<file path="src/rtl/turbo_ram_arb.sv">
// Turbo RAM arbiter: grants one of NCH bus masters access to turbo RAM.
// Define TURBO_ARB_ROUND_ROBIN_EN for round-robin instead of fixed priority.
module turbo_ram_arb #(
  parameter int NCH        = 2,
  parameter int AW         = 23,
  parameter int LAT        = 2,
  parameter int RST_STAGES = 8,
  localparam int GW        = (NCH > 1) ? $clog2(NCH) : 1
) (
  input  logic              clk_sys,
  input  logic              reset,
  input  logic              c1,
  input  logic              c3,
  input  logic              clk7_en,
  input  logic              chip_idle,
  input  logic [NCH-1:0]    req,
  input  logic [NCH*AW-1:0] addr,
  input  logic [NCH-1:0]    uds,
  input  logic [NCH-1:0]    lds,
  output logic              ph1,
  output logic              ph2,
  output logic              ram_cs,
  output logic [AW-1:0]     ram_addr,
  output logic              ram_uds,
  output logic              ram_lds,
  output logic [NCH-1:0]    ready,
  output logic [GW-1:0]     grant_id,
  output logic              reset_sync
);

  typedef enum logic {IDLE, ACCESS} state_t;

  state_t                state_q, state_d;
  logic [RST_STAGES-1:0] sync_q;
  logic [3:0]            cnt_q, cnt_d;
  logic [GW-1:0]         win;
  logic                  found;
  logic                  grant_ok;
  logic                  done;
  logic                  abort;

  always_ff @(posedge clk_sys or posedge reset) begin
    if (reset) begin
      sync_q     <= '0;
      reset_sync <= 1'b0;
      ph1        <= 1'b0;
      ph2        <= 1'b0;
    end else begin
      sync_q     <= {sync_q[RST_STAGES-2:0], 1'b1};
      reset_sync <= sync_q[RST_STAGES-1];
      ph1        <= reset_sync & c1 & c3;
      ph2        <= reset_sync & ~c1 & ~c3;
    end
  end

`ifdef TURBO_ARB_ROUND_ROBIN_EN
  logic [GW-1:0] ptr_q;

  // Walk downwards so the candidate closest to the pointer wins.
  always_comb begin
    int idx;
    idx   = 0;
    win   = '0;
    found = 1'b0;
    for (int k = NCH - 1; k >= 0; k--) begin
      idx = int'(ptr_q) + k;
      if (idx >= NCH) idx = idx - NCH;
      if (req[idx]) begin
        win   = GW'(idx);
        found = 1'b1;
      end
    end
  end

  always_ff @(posedge clk_sys or posedge reset) begin
    if (reset) begin
      ptr_q <= '0;
    end else if (grant_ok) begin
      ptr_q <= (int'(win) == NCH - 1) ? '0 : win + 1'b1;
    end
  end
`else
  always_comb begin
    win   = '0;
    found = |req;
    for (int i = NCH - 1; i >= 0; i--) begin
      if (req[i]) win = GW'(i);
    end
  end
`endif

  // No re-grant in the cycle the completion pulse is out.
  assign grant_ok = (state_q == IDLE) && ph2 && found &&
                    (ready == '0) && reset_sync;

  always_comb begin
    state_d = state_q;
    cnt_d   = cnt_q;
    done    = 1'b0;
    abort   = 1'b0;
    unique case (state_q)
      IDLE: begin
        if (grant_ok) begin
          state_d = ACCESS;
          cnt_d   = 4'(LAT);
        end
      end
      ACCESS: begin
        if (!req[grant_id]) begin
          abort   = 1'b1;
          state_d = IDLE;
          cnt_d   = '0;
        end else if (cnt_q == '0 && clk7_en && chip_idle) begin
          done    = 1'b1;
          state_d = IDLE;
        end else if (cnt_q != '0) begin
          cnt_d = cnt_q - 4'd1;
        end
      end
      default: state_d = IDLE;
    endcase
  end

  always_ff @(posedge clk_sys or posedge reset) begin
    if (reset) begin
      state_q  <= IDLE;
      cnt_q    <= '0;
      ram_cs   <= 1'b0;
      ram_addr <= '0;
      ram_uds  <= 1'b0;
      ram_lds  <= 1'b0;
      ready    <= '0;
      grant_id <= '0;
    end else begin
      state_q <= state_d;
      cnt_q   <= cnt_d;
      ready   <= '0;
      if (grant_ok) begin
        ram_cs   <= 1'b1;
        ram_addr <= addr[int'(win)*AW +: AW];
        ram_uds  <= uds[win];
        ram_lds  <= lds[win];
        grant_id <= win;
      end
      if (done) begin
        ram_cs <= 1'b0;
        ready  <= NCH'(1) << grant_id;
      end
      if (abort) ram_cs <= 1'b0;
    end
  end

endmodule

</file>
<file path="config.mk">
export PLATFORM = sky130hd
export DESIGN_NAME = turbo_ram_arb
export DESIGN_NICKNAME = d
export VERILOG_FILES = /design/src/rtl/turbo_ram_arb.sv
export SDC_FILE = /design/constraint.sdc
export NUM_CORES = 1
export LEC_CHECK = 0
export BUFFER_PORTS_ARGS = -buffer_cell sky130_fd_sc_hd__buf_2
export CAP_MARGIN = 0
export CORE_MARGIN = 4
export CORE_UTILIZATION = 46
export DETAILED_ROUTE_END_ITERATION = 8
export GPL_TIMING_DRIVEN = 1
export PLACE_DENSITY = 0.78
export SLEW_MARGIN = 20
export SYNTH_ARGS = -nofsm -noshare
export SYNTH_HDL_FRONTEND = slang
export SYNTH_SLANG_ARGS = --single-unit
</file>
<file path="constraint.sdc">
create_clock -name clk_sys -period 2.1 [get_ports clk_sys]
set_input_delay 0.42 -clock clk_sys [delete_from_list [all_inputs] [get_ports clk_sys]]
set_output_delay 0.42 -clock clk_sys [all_outputs]
set_load 0.005 [all_outputs]
</file>
==> impl_results.md, run 1 <==
* TritonCTS clock tree: built
* Count of flip-flops with a built-in enable after synthesis at 0
* Total count of hold-check failures in the final report at 0
* Global-route congestion overflow total at 0
* Clock tree root buffer cell: sky130_fd_sc_hd__clkbuf_8
* Setup repair after global routing missed its margin: false
* Hold WS at 148 ps
* FFs w/ async S/R, synth at 100%
* Cell area after synthesis at 2050 sq um
* Number of antenna violations at the first check in global routing at 0
* Clock Skew at 3.59 ps
* Remaining antenna violation count after routing at 0
* DRT iter0 DRCs at 58
* Final WS setup at 385 ps
* Slew Limit Fails at 0
* Launching element type of the critical path: flip-flop
* Crit Path Class: flip-flop to flip-flop
* Post-synth top area cell: sky130_fd_sc_hd__dfrtp_1
* Count of cells resized by post-cts repair at 0
* Clock H-tree levels at 2
* Most numerous cell in the Yosys netlist: sky130_fd_sc_hd__mux2_2
* Yosys top cell area share at 54.9%
* Floorplan Core Area at 4320 sq um
* Worst-case register-to-register setup slack at 390 ps
* Most used flip-flop cell after synthesis: sky130_fd_sc_hd__dfrtp_1
* Arrival time of data at the critical path endpoint at 1890 ps
* Clk sink count at 45
* Number of global-route vias before repair at 1485
* Maximum number of pins on one net before global-route repair at 46
* Weighted congestion reported at the end of routability-driven placement at 0.784
* FF-to-FF End: ram_addr[6]
* Drt wl/cell at 14.5 microns
* Cell area power density at 890 nW/um^2
* Reported max-cap violation count at 0
* Run status: completed
* Maximum fanout along the worst path at 30
* Number of top-level pins at 90
* Area of the die at 5590 sq um
* Clock Path Buffers at 2
* Final worst path period share at 81.7%
* Die W at 74.8 microns
* Worst Path Required at 2280 ps
* Starting Density at 47.5%
* Number of cell instances on the worst register-to-register path at 4
* Insertion delay of the later-clocked pin in the worst-skew pair at 290 ps
* HPWL after detailed placement at 3200 microns
* Num rows at 24
* Area overhead of the layout relative to synthesis at 29.2%
* Net count, final at 298
* Yosys reg bits at 45
* Overall routed net length at 4200 microns
* Distinct cell type count after synthesis at 29
* Clock transition time at the flip-flop clock pins of the worst setup and hold paths at 80 ps
* Vertical die dimension at 74.8 microns
* Via density per instance at 5.11
* Setup TNS after final layout at 0 ps
* Number of design rule violations left after detail routing at 0
* Fraction of the yosys area taken by sequential cells at 54.9%
* Global-route usage over all layers at 15.4%
* Main area contributors after synthesis: sky130_fd_sc_hd__dfrtp_1 (55%), sky130_fd_sc_hd__mux2_2 (27%), sky130_fd_sc_hd__o311ai_0 (2.1%)
* Post-Synthesis Mean Instance Area at 14.1 sq um
* First-pass iteration count of the detailed router at 4
* Setup violations, final at 0
* Max Freq at 583 MHz
* Critical register-to-register path startpoint: ready[1]
* Worst slack after detailed placement at 380 ps
* Leakage at 0.00127 uW
* Gate count after technology mapping at 146
* Most numerous cell types in the synthesized netlist: sky130_fd_sc_hd__mux2_2 (49), sky130_fd_sc_hd__dfrtp_1 (45), sky130_fd_sc_hd__inv_1 (7)
* Port-buffer cells at 89
* CTS buffer count at 5
* Setup Buffers After CTS at 0
* Number of hold buffers added after CTS at 0
* IR drop worst, VDD at 0.466 mV
* Type of the tightest min-delay check: input port to asynchronous set/reset pin
* Count of inserted antenna diode cells at 0
* Fraction of layout instances using a drive strength above 1 at 64.3%
* Min Tclk post-route at 1710 ps
* Global-route wire length before repair at 6510 microns
* Net count after synthesis at 206
* Syn. warnings at 0
* Total via count in the routed design at 1481
* Kind of capture point of the worst setup path: flip-flop
area by class of cell:
cell class,instances,area (sq um)
Tap cell,52,65.1
Timing Repair Buffer,92,505
Clock inverter,1,8.76
Inverter,7,26.3
Fill cell,355,1670
Multi-Input combinational cell,87,847
Sequential cell,45,1130
Clock buffer,6,72.6
where the power goes:
group          switching (uW)  total, uW  internal [uW]
Combinational             301        687            386
Sequential                115       1170           1060
Clock                     269        499            230
Total                     685       2360           1680
stage by stage:
step	power, uW	utilization [%]	cells	cell area [sq um]
2_1_floorplan	1580	-	146	2050
3_3_place_gp	1860	59.4	283	2570
3_5_place_dp	1890	59.4	283	2570
4_1_cts	2400	61.3	290	2650
5_1_grt	2520	61.3	290	2650
6_report	2360	61.3	290	2650
worst max-delay path, stage by stage, from the launching register on:
cell and delay (ps):
sky130_fd_sc_hd__dfrtp_1 380, sky130_fd_sc_hd__or3b_4 420, sky130_fd_sc_hd__nor4_4 200, sky130_fd_sc_hd__buf_12 230, sky130_fd_sc_hd__mux2_2 360
cell families after synthesis:
kind of cell | synth area share [%]
flip-flops | 54.9
adder cells (fa/ha/maj) | 1.22
other | 0.183
AO/OA/AOI/OAI | 4.02
buffers and inverters | 3.96
AND/OR/NAND/NOR | 7.01
multiplexers | 28.7
flip-flops by register name, summed over array words and instances (netlist names), 2 cells and up:
name / count
cnt_q: 4
ram_addr: 23
sync_q: 8
ready: 2
worst max path at each step:
stage                     cells after the start  startpoint      endpoint  slack [ps]
final                                         4    ready[1]   ram_addr[6]         390
after global routing                          4    ready[1]   ram_addr[6]         330
after CTS                                     4    ready[1]       ram_lds         370
after detailed placement                      4    ready[1]   ram_addr[3]         380
after global placement                        4    ready[1]   ram_addr[6]         440
after floorplan                               4    ready[1]  ram_addr[13]         450
layout by cell type (no fill, tap or decap):
master                       n
sky130_fd_sc_hd__a21o_1      1
sky130_fd_sc_hd__a221o_1     1
sky130_fd_sc_hd__a2bb2oi_1   1
sky130_fd_sc_hd__and2_1      1
sky130_fd_sc_hd__and3_1      2
sky130_fd_sc_hd__buf_12      3
sky130_fd_sc_hd__buf_2      89
sky130_fd_sc_hd__clkbuf_1    1
sky130_fd_sc_hd__clkbuf_8    5
sky130_fd_sc_hd__clkinv_4    1
sky130_fd_sc_hd__conb_1      1
sky130_fd_sc_hd__dfrtp_1    45
sky130_fd_sc_hd__ha_1        2
sky130_fd_sc_hd__inv_1       6
sky130_fd_sc_hd__inv_2       1
sky130_fd_sc_hd__mux2_1      2
sky130_fd_sc_hd__mux2_2     49
sky130_fd_sc_hd__mux2_4      1
sky130_fd_sc_hd__nand2_1     2
sky130_fd_sc_hd__nand4_1     4
sky130_fd_sc_hd__nor2_1      4
sky130_fd_sc_hd__nor2b_1     1
sky130_fd_sc_hd__nor2b_2     1
sky130_fd_sc_hd__nor3_1      2
sky130_fd_sc_hd__nor3b_1     1
sky130_fd_sc_hd__nor4_1      1
sky130_fd_sc_hd__nor4_4      1
sky130_fd_sc_hd__o21ai_0     1
sky130_fd_sc_hd__o21bai_1    1
sky130_fd_sc_hd__o311ai_0    5
sky130_fd_sc_hd__or3b_2      1
sky130_fd_sc_hd__or3b_4      1
routing by layer:
| metal | GRT usage [%] | up-vias | share of wire (%) |
|---|---|---|---|
| li1 | - | 707 | - |
| met1 | 17.3 | 717 | 40 |
| met5 | 0 | - | 0 |
| met4 | 5.14 | 0 | 1.0 |
| met3 | 5.34 | 4 | 7.7 |
| met2 | 27.3 | 53 | 52 |
Note: power is estimated with default switching activity, not from simulation.
==> inputs of run 2 (changes only) <==
Settings changed: CORE_UTILIZATION 46 to 42, PLACE_DENSITY 0.78 to 0.75.
Clock period 2.1 ns to 1.4 ns, I/O delays scaled along.
==> impl_results.md, run 2 (synthesized netlist as in run 1, its figures left out) <==
* Run status: finished with violations
* Violations in the final reports: setup timing
* Net count, final at 314 (+5.4%)
* Clk network pwr share at 24.4% (+3.2 points)
* Sum of internal, switching and leakage power at 4030 uW (+71%)
* Launching element type of the critical path: flip-flop
* CTS buffer count at 5 (unchanged)
* Number of global-route vias before repair at 1579 (+6.3%)
* Power share of the combinational group at 31.8% (+2.7 points)
* Floorplan Core Area at 4720 sq um (+9.2%)
* Final worst path period share at 125% (+44 points)
* Kind of capture point of the worst setup path: flip-flop
* Setup repair after global routing missed its margin: true
* Number of stages on the worst setup path at 5 (+1)
* Switching power total at 1100 uW (+61%)
* Maximum number of pins on one net before global-route repair at 31 (-33%)
* Cell at the slowest stage of the critical path: sky130_fd_sc_hd__or3b_4
* Switching Fraction at 27.3% (-1.7 points)
* Count of buffering cells on the critical path with inverters included at 2 (+1)
* Clock Skew at 6.29 ps (+2.70 ps)
* Start point of the worst min-delay path: c1
* IR drop worst, VDD at 0.664 mV (+42%)
* Type of the tightest min-delay check: input port to flip-flop
* Largest registers: ram_addr: 23 flops, sync_q: 8 flops, cnt_q: 4 flops
* Critical register-to-register path startpoint: ready[1]
* Clock H-tree levels at 2 (unchanged)
* Arrival time of data at the critical path endpoint at 1930 ps (+40 ps)
* Count of inserted antenna diode cells at 0 (unchanged)
* Cell Chain, Critical Path: or3b_4, nor4_4, buf_4, buf_8, mux2_2
* Cell depth of the worst min-delay path at 2
* Maximum fanout along the worst path at 9 (-70%)
* Clock transition time at the flip-flop clock pins of the worst setup and hold paths at 80 ps (about the same)
* Num rows at 25 (+4.2%)
* Flop pwr share at 43.8% (-5.9 points)
* HPWL after detailed placement at 3190 microns (-0.34%)
* Non-filler cells, final at 322 (+11%)
* Setup violations, final at 32 (+32)
* Vertical die dimension at 77.9 microns (+4.2%)
* Placed Cells at 310 (+9.5%)
* Crit Path Class: flip-flop to flip-flop
* FF-to-FF End: ram_addr[8]
* Slew Limit Fails at 0 (unchanged)
* Register with the highest flop count: ram_addr
* Insertion delay of the later-clocked pin in the worst-skew pair at 290 ps (about the same)
* Met1 layer wirelength in the final routing at 1740 microns (+4.3%)
* Cell area power density at 1400 nW/um^2 (+57%)
* Weighted congestion reported at the end of routability-driven placement at 0.803 (+2.4%)
* CP max stage delay at 420 ps (about the same)
* Number of antenna violations at the first check in global routing at 0 (unchanged)
* Number of flip-flops in the largest register at 23 (unchanged)
* Endpoint with the worst hold slack: ph2
* Clock tree root buffer cell: sky130_fd_sc_hd__clkbuf_8
* Global-route wire length before repair at 7050 microns (+8.3%)
* Worst Path Required at 1580 ps (-700 ps)
* Routed wl met3 at 277 microns (-15%)
* Most common cell after layout, fill and taps aside: sky130_fd_sc_hd__buf_2
* Max Freq at 570 MHz (-2.2%)
* Reported max-cap violation count at 0 (unchanged)
* First-pass iteration count of the detailed router at 4 (unchanged)
* Min Tclk post-route at 1750 ps (+39.4 ps)
* Cell-internal power at 2930 uW (+75%)
* Kind of cell adding the most delay to the critical path: simple AND/OR/NAND/NOR gates
* Fraction of layout instances using a drive strength above 1 at 68.6% (+4.3 points)
* Total count of hold-check failures in the final report at 0 (unchanged)
* Number of cell instances on the worst register-to-register path at 5 (+1)
* Clk sink count at 45 (unchanged)
* Setup TNS after final layout at -9040 ps (-9040 ps)
* Remaining antenna violation count after routing at 0 (unchanged)
* Starting Density at 43.4% (-4.0 points)
* Number of top-level pins at 90 (unchanged)
* Overall routed net length at 4280 microns (+2.0%)
* Area of the die at 6070 sq um (+8.5%)
* Filler cell count at 378 (+6.5%)
* Die W at 77.9 microns (+4.2%)
* Drt wl/cell at 13.3 microns (-8.1%)
* Final WS setup at -354 ps (-739 ps)
* Area overhead of the layout relative to synthesis at 40.5%
* Global-route congestion overflow total at 0 (unchanged)
* TritonCTS clock tree: built
* Via density per instance at 4.73 (-7.3%)
* DRT iter0 DRCs at 55 (-5.2%)
* Worst-case register-to-register setup slack at -350 ps (-740 ps)
* Met2 WL at 2200 microns (+1.8%)
* Commonest non-fill, non-tap cells in the layout: sky130_fd_sc_hd__buf_2 (89), sky130_fd_sc_hd__dfrtp_1 (45), sky130_fd_sc_hd__mux2_2 (43)
* Global-route usage over all layers at 14.6% (-0.82 points)
* Leakage at 0.00140 uW (+9.6%)
* Clock Path Buffers at 2 (unchanged)
* Number of design rule violations left after detail routing at 0 (unchanged)
* Topmost layer with routed signal wires: met4
* End-of-flow core utilization at 61.0% (-0.28 points)
* Port-buffer cells at 89 (unchanged)
* Total via count in the routed design at 1524 (+2.9%)
-- run 2: cell types whose count changed in the layout (fill, tap and decap cells not counted), moves of 2 or more --
cell,delta
sky130_fd_sc_hd__inv_1,-2
sky130_fd_sc_hd__mux2_2,-6
sky130_fd_sc_hd__o311ai_1,+2
sky130_fd_sc_hd__o311ai_0,-2
sky130_fd_sc_hd__mux2_4,+6
sky130_fd_sc_hd__buf_4,+14
sky130_fd_sc_hd__inv_2,+2
-- run 2: worst max path at each step --
stage | from | to | slack, ps
6_report | ready[1] | ram_addr[8] | -350
5_1_grt | ready[1] | ram_addr[9] | -410
4_1_cts | ready[1] | ram_uds | -320
3_5_place_dp | ready[1] | ram_addr[18] | -340
3_3_place_gp | ready[1] | ram_addr[6] | -300
2_1_floorplan | ready[1] | ram_addr[13] | -250
-- run 2: cell type report --
type	count	area, sq um	share of cell area (%)
Sequential cell	45	1130	39.1
Multi-Input combinational cell	87	903	31.3
Timing Repair Buffer	108	627	21.7
Clock buffer	7	86.3	2.99
Tap cell	67	83.8	2.91
Clock inverter	1	30.0	1.04
Inverter	7	26.3	0.911
-- run 2: routing by layer --
layer,vias up,GRT usage (%)
met5,-,0
met4,0,4.72
met3,6,5.22
met2,55,24.1
met1,726,17.7
li1,737,-
-- run 2: what timing repair did --
| action | in CTS | in global routing |
|---|---|---|
| gates resized for setup | 5 | 11 |
| buffers inserted | 0 | 2 |
| hold buffers | 1 | 0 |
| pin swaps | 1 | 1 |
| gates cloned | 0 | 1 |
| hold endpoints to repair | 15 | 0 |
| endpoints found under the setup margin | 33 | 34 |
-- run 2: metrics by stage --
| stage | worst slack, ps | hold slack, ps | area [sq um] |
|---|---|---|---|
| 3_3_place_gp | -304 | 268 | 2690 |
| 4_1_cts | -321 | 134 | 2830 |
| 2_1_floorplan | -247 | 331 | 2070 |
| 6_report | -354 | 147 | 2880 |
| 3_5_place_dp | -340 | 281 | 2690 |
| 5_1_grt | -414 | 137 | 2880 |
-- run 2: power by group through the flow --
stage / clock (uW) / combinational (uW) / sequential, uW
5_1_grt: 1070 / 1430 / 1820
6_report: 982 / 1280 / 1760
3_5_place_dp: 0 / 1200 / 1780
4_1_cts: 1030 / 1240 / 1760
3_3_place_gp: 0 / 1170 / 1780
2_1_floorplan: 0 / 631 / 1790
==> inputs of run 3 (changes only) <==
Settings changed: CORE_UTILIZATION 42 to 46, PLACE_DENSITY 0.75 to 0.78.
Clock period 1.4 ns to 2 ns, I/O delays scaled along.
==> impl_results.md, run 3 (synthesized netlist as in run 1, its figures left out) <==
* Run status: completed
* Area of the die at 5590 sq um (-7.8%)
* Setup violations, final at 0 (-100%)
* Max Freq at 577 MHz (+1.2%)
* Kind of capture point of the worst setup path: flip-flop
* Final worst path period share at 86.6% (-39 points)
* Number of top-level pins at 90 (unchanged)
* Maximum number of pins on one net before global-route repair at 31 (unchanged)
* Worst slack after detailed placement at 278 ps (+618 ps)
* End-of-flow core utilization at 61.3% (+0.25 points)
* Fraction of layout instances using a drive strength above 1 at 63.6% (-5.0 points)
* Global-route congestion overflow total at 0 (unchanged)
* DRT iter0 DRCs at 61 (+11%)
* Reported max-cap violation count at 0 (unchanged)
* Count of cells resized by post-cts repair at 0 (-5)
* Final WS setup at 267 ps (+621 ps)
* Most used routing layer: met2
* Via density per instance at 5.10 (+7.7%)
* Number of hold buffers added after CTS at 0 (-1)
* Number of global-route vias before repair at 1529 (-3.2%)
* Area taken by flip-flops and latches at 1130 sq um (unchanged)
* Number of antenna violations at the first check in global routing at 0 (unchanged)
* Remaining antenna violation count after routing at 0 (unchanged)
* Weighted congestion reported at the end of routability-driven placement at 0.778 (-3.1%)
* Setup Buffers After CTS at 0 (unchanged)
* Clock transition time at the flip-flop clock pins of the worst setup and hold paths at 80 ps (about the same)
* Die W at 74.8 microns (-4.0%)
* Clock Skew at 7.87 ps (+1.58 ps)
* Launching element type of the critical path: flip-flop
* Vertical die dimension at 74.8 microns (-4.0%)
* Clk sink count at 45 (unchanged)
* Worst Path Required at 2170 ps (+590 ps)
* Global-route wire length before repair at 6880 microns (-2.4%)
* Maximum fanout along the worst path at 30 (+21)
* Port-buffer cells at 89 (unchanged)
* IR drop worst, VDD at 0.542 mV (-18%)
* Num rows at 24 (-4.0%)
* Cell area power density at 941 nW/um^2 (-33%)
* Total area of multi-input combinational cells at 847 sq um (-6.2%)
* Total count of hold-check failures in the final report at 0 (unchanged)
* Drt wl/cell at 15.1 microns (+13%)
* Cell at the slowest stage of the critical path: sky130_fd_sc_hd__or3b_4
* Net count, final at 298 (-5.1%)
* Floorplan Core Area at 4320 sq um (-8.5%)
* Total via count in the routed design at 1483 (-2.7%)
* Setup repair after global routing missed its margin: false
* CTS buffer count at 5 (unchanged)
* Min Tclk post-route at 1730 ps (-21.2 ps)
* Starting Density at 47.5% (+4.0 points)
* Count of inserted antenna diode cells at 0 (unchanged)
* Global-route usage over all layers at 16.4% (+1.8 points)
* Global-route track usage on met2 at 28.8% (+4.6 points)
* Clock H-tree levels at 2 (unchanged)
* Number of flip-flops in the largest register at 23 (unchanged)
* Most common cell after layout, fill and taps aside: sky130_fd_sc_hd__buf_2
* Setup TNS after final layout at 0 ps (+9040 ps)
* Crit Path Class: flip-flop to flip-flop
* Clock Path Buffers at 2 (unchanged)
* Number of design rule violations left after detail routing at 0 (unchanged)
* CP max stage delay at 420 ps (about the same)
* Met3 Use GR at 6.28% (+1.1 points)
* Hold WS at 117 ps (-30.7 ps)
* Largest registers: ram_addr: 23 flops, sync_q: 8 flops, cnt_q: 4 flops
* Register with the highest flop count: ram_addr
* Leakage at 0.00127 uW (-8.9%)
* Sum of internal, switching and leakage power at 2490 uW (-38%)
* Cell Chain, Critical Path: or3b_4, nor4_4, buf_12, mux2_2
* Clock tree root buffer cell: sky130_fd_sc_hd__clkbuf_8
* Area overhead of the layout relative to synthesis at 29.1%
* Insertion delay of the later-clocked pin in the worst-skew pair at 290 ps (about the same)
* Slew Limit Fails at 0 (unchanged)
* First-pass iteration count of the detailed router at 4 (unchanged)
* Type of the tightest min-delay check: input port to asynchronous set/reset pin
* Commonest non-fill, non-tap cells in the layout: sky130_fd_sc_hd__buf_2 (89), sky130_fd_sc_hd__mux2_2 (49), sky130_fd_sc_hd__dfrtp_1 (45)
* Overall routed net length at 4390 microns (+2.4%)
* Met1 layer usage reported by global route at 18.7% (+1.0 points)
* TritonCTS clock tree: built
* Arrival time of data at the critical path endpoint at 1910 ps (-20 ps)
* Filler cell count at 363 (-4.0%)
* HPWL after detailed placement at 3280 microns (+2.9%)
run 3: cell count changes in the layout (fill, tap and decap cells not counted), sizes merged:
cell	before	now
buf	107	92
bufinv	1	0
clkbuf	7	8
dlygate4sd3	1	0
run 3: cell type report:
| class | count | share of cell area (%) |
|---|---|---|
| Inverter | 7 | 0.992 |
| Multi-Input combinational cell | 87 | 32.0 |
| Sequential cell | 45 | 42.5 |
| Clock buffer | 8 | 3.02 |
| Timing Repair Buffer | 92 | 19.1 |
| Tap cell | 52 | 2.46 |
run 3: path summary, 6_finish.rpt:
kind                                     to  cells past startpoint  startpoint  slack [ps]
worst min register to register    sync_q[6]                      0   sync_q[5]         350
min in group clk_sys                    ph2                      2          c1         270
worst min-delay path               ready[0]                      2       reset         120
max in group asynchronous       ram_addr[1]                      3       reset        1400
worst max-delay path            ram_addr[7]                      4    ready[1]         270
worst max register to register  ram_addr[7]                      4    ready[1]         270
run 3: per-layer routing:
metal	up-vias	part of all wire (%)
li1	709	-
met4	0	1.4
met2	55	51
met1	711	40
met5	-	0
met3	8	7.4
run 3: power breakdown:
group          total (uW)  internal [uW]  switching [uW]  leakage (uW)
logic                 730            406             324      0.000686
clock network         523            248             275     0.0000395
registers            1240           1110             127      0.000546
total                2490           1770             726       0.00127
run 3: per-stage QoR:
stage               std cells  cell area, sq um
finish                    291              2650
global route              291              2650
floorplan                 146              2050
global placement          283              2570
detailed placement        283              2570
CTS                       291              2650
run 3: worst max-delay path, delay by kind of cell, from the launching register on:
kind,cells,cell delay [ps]
and+or+nand+nor,2,620
DFF,1,390
muxes,1,360
buffers and inverters,1,230
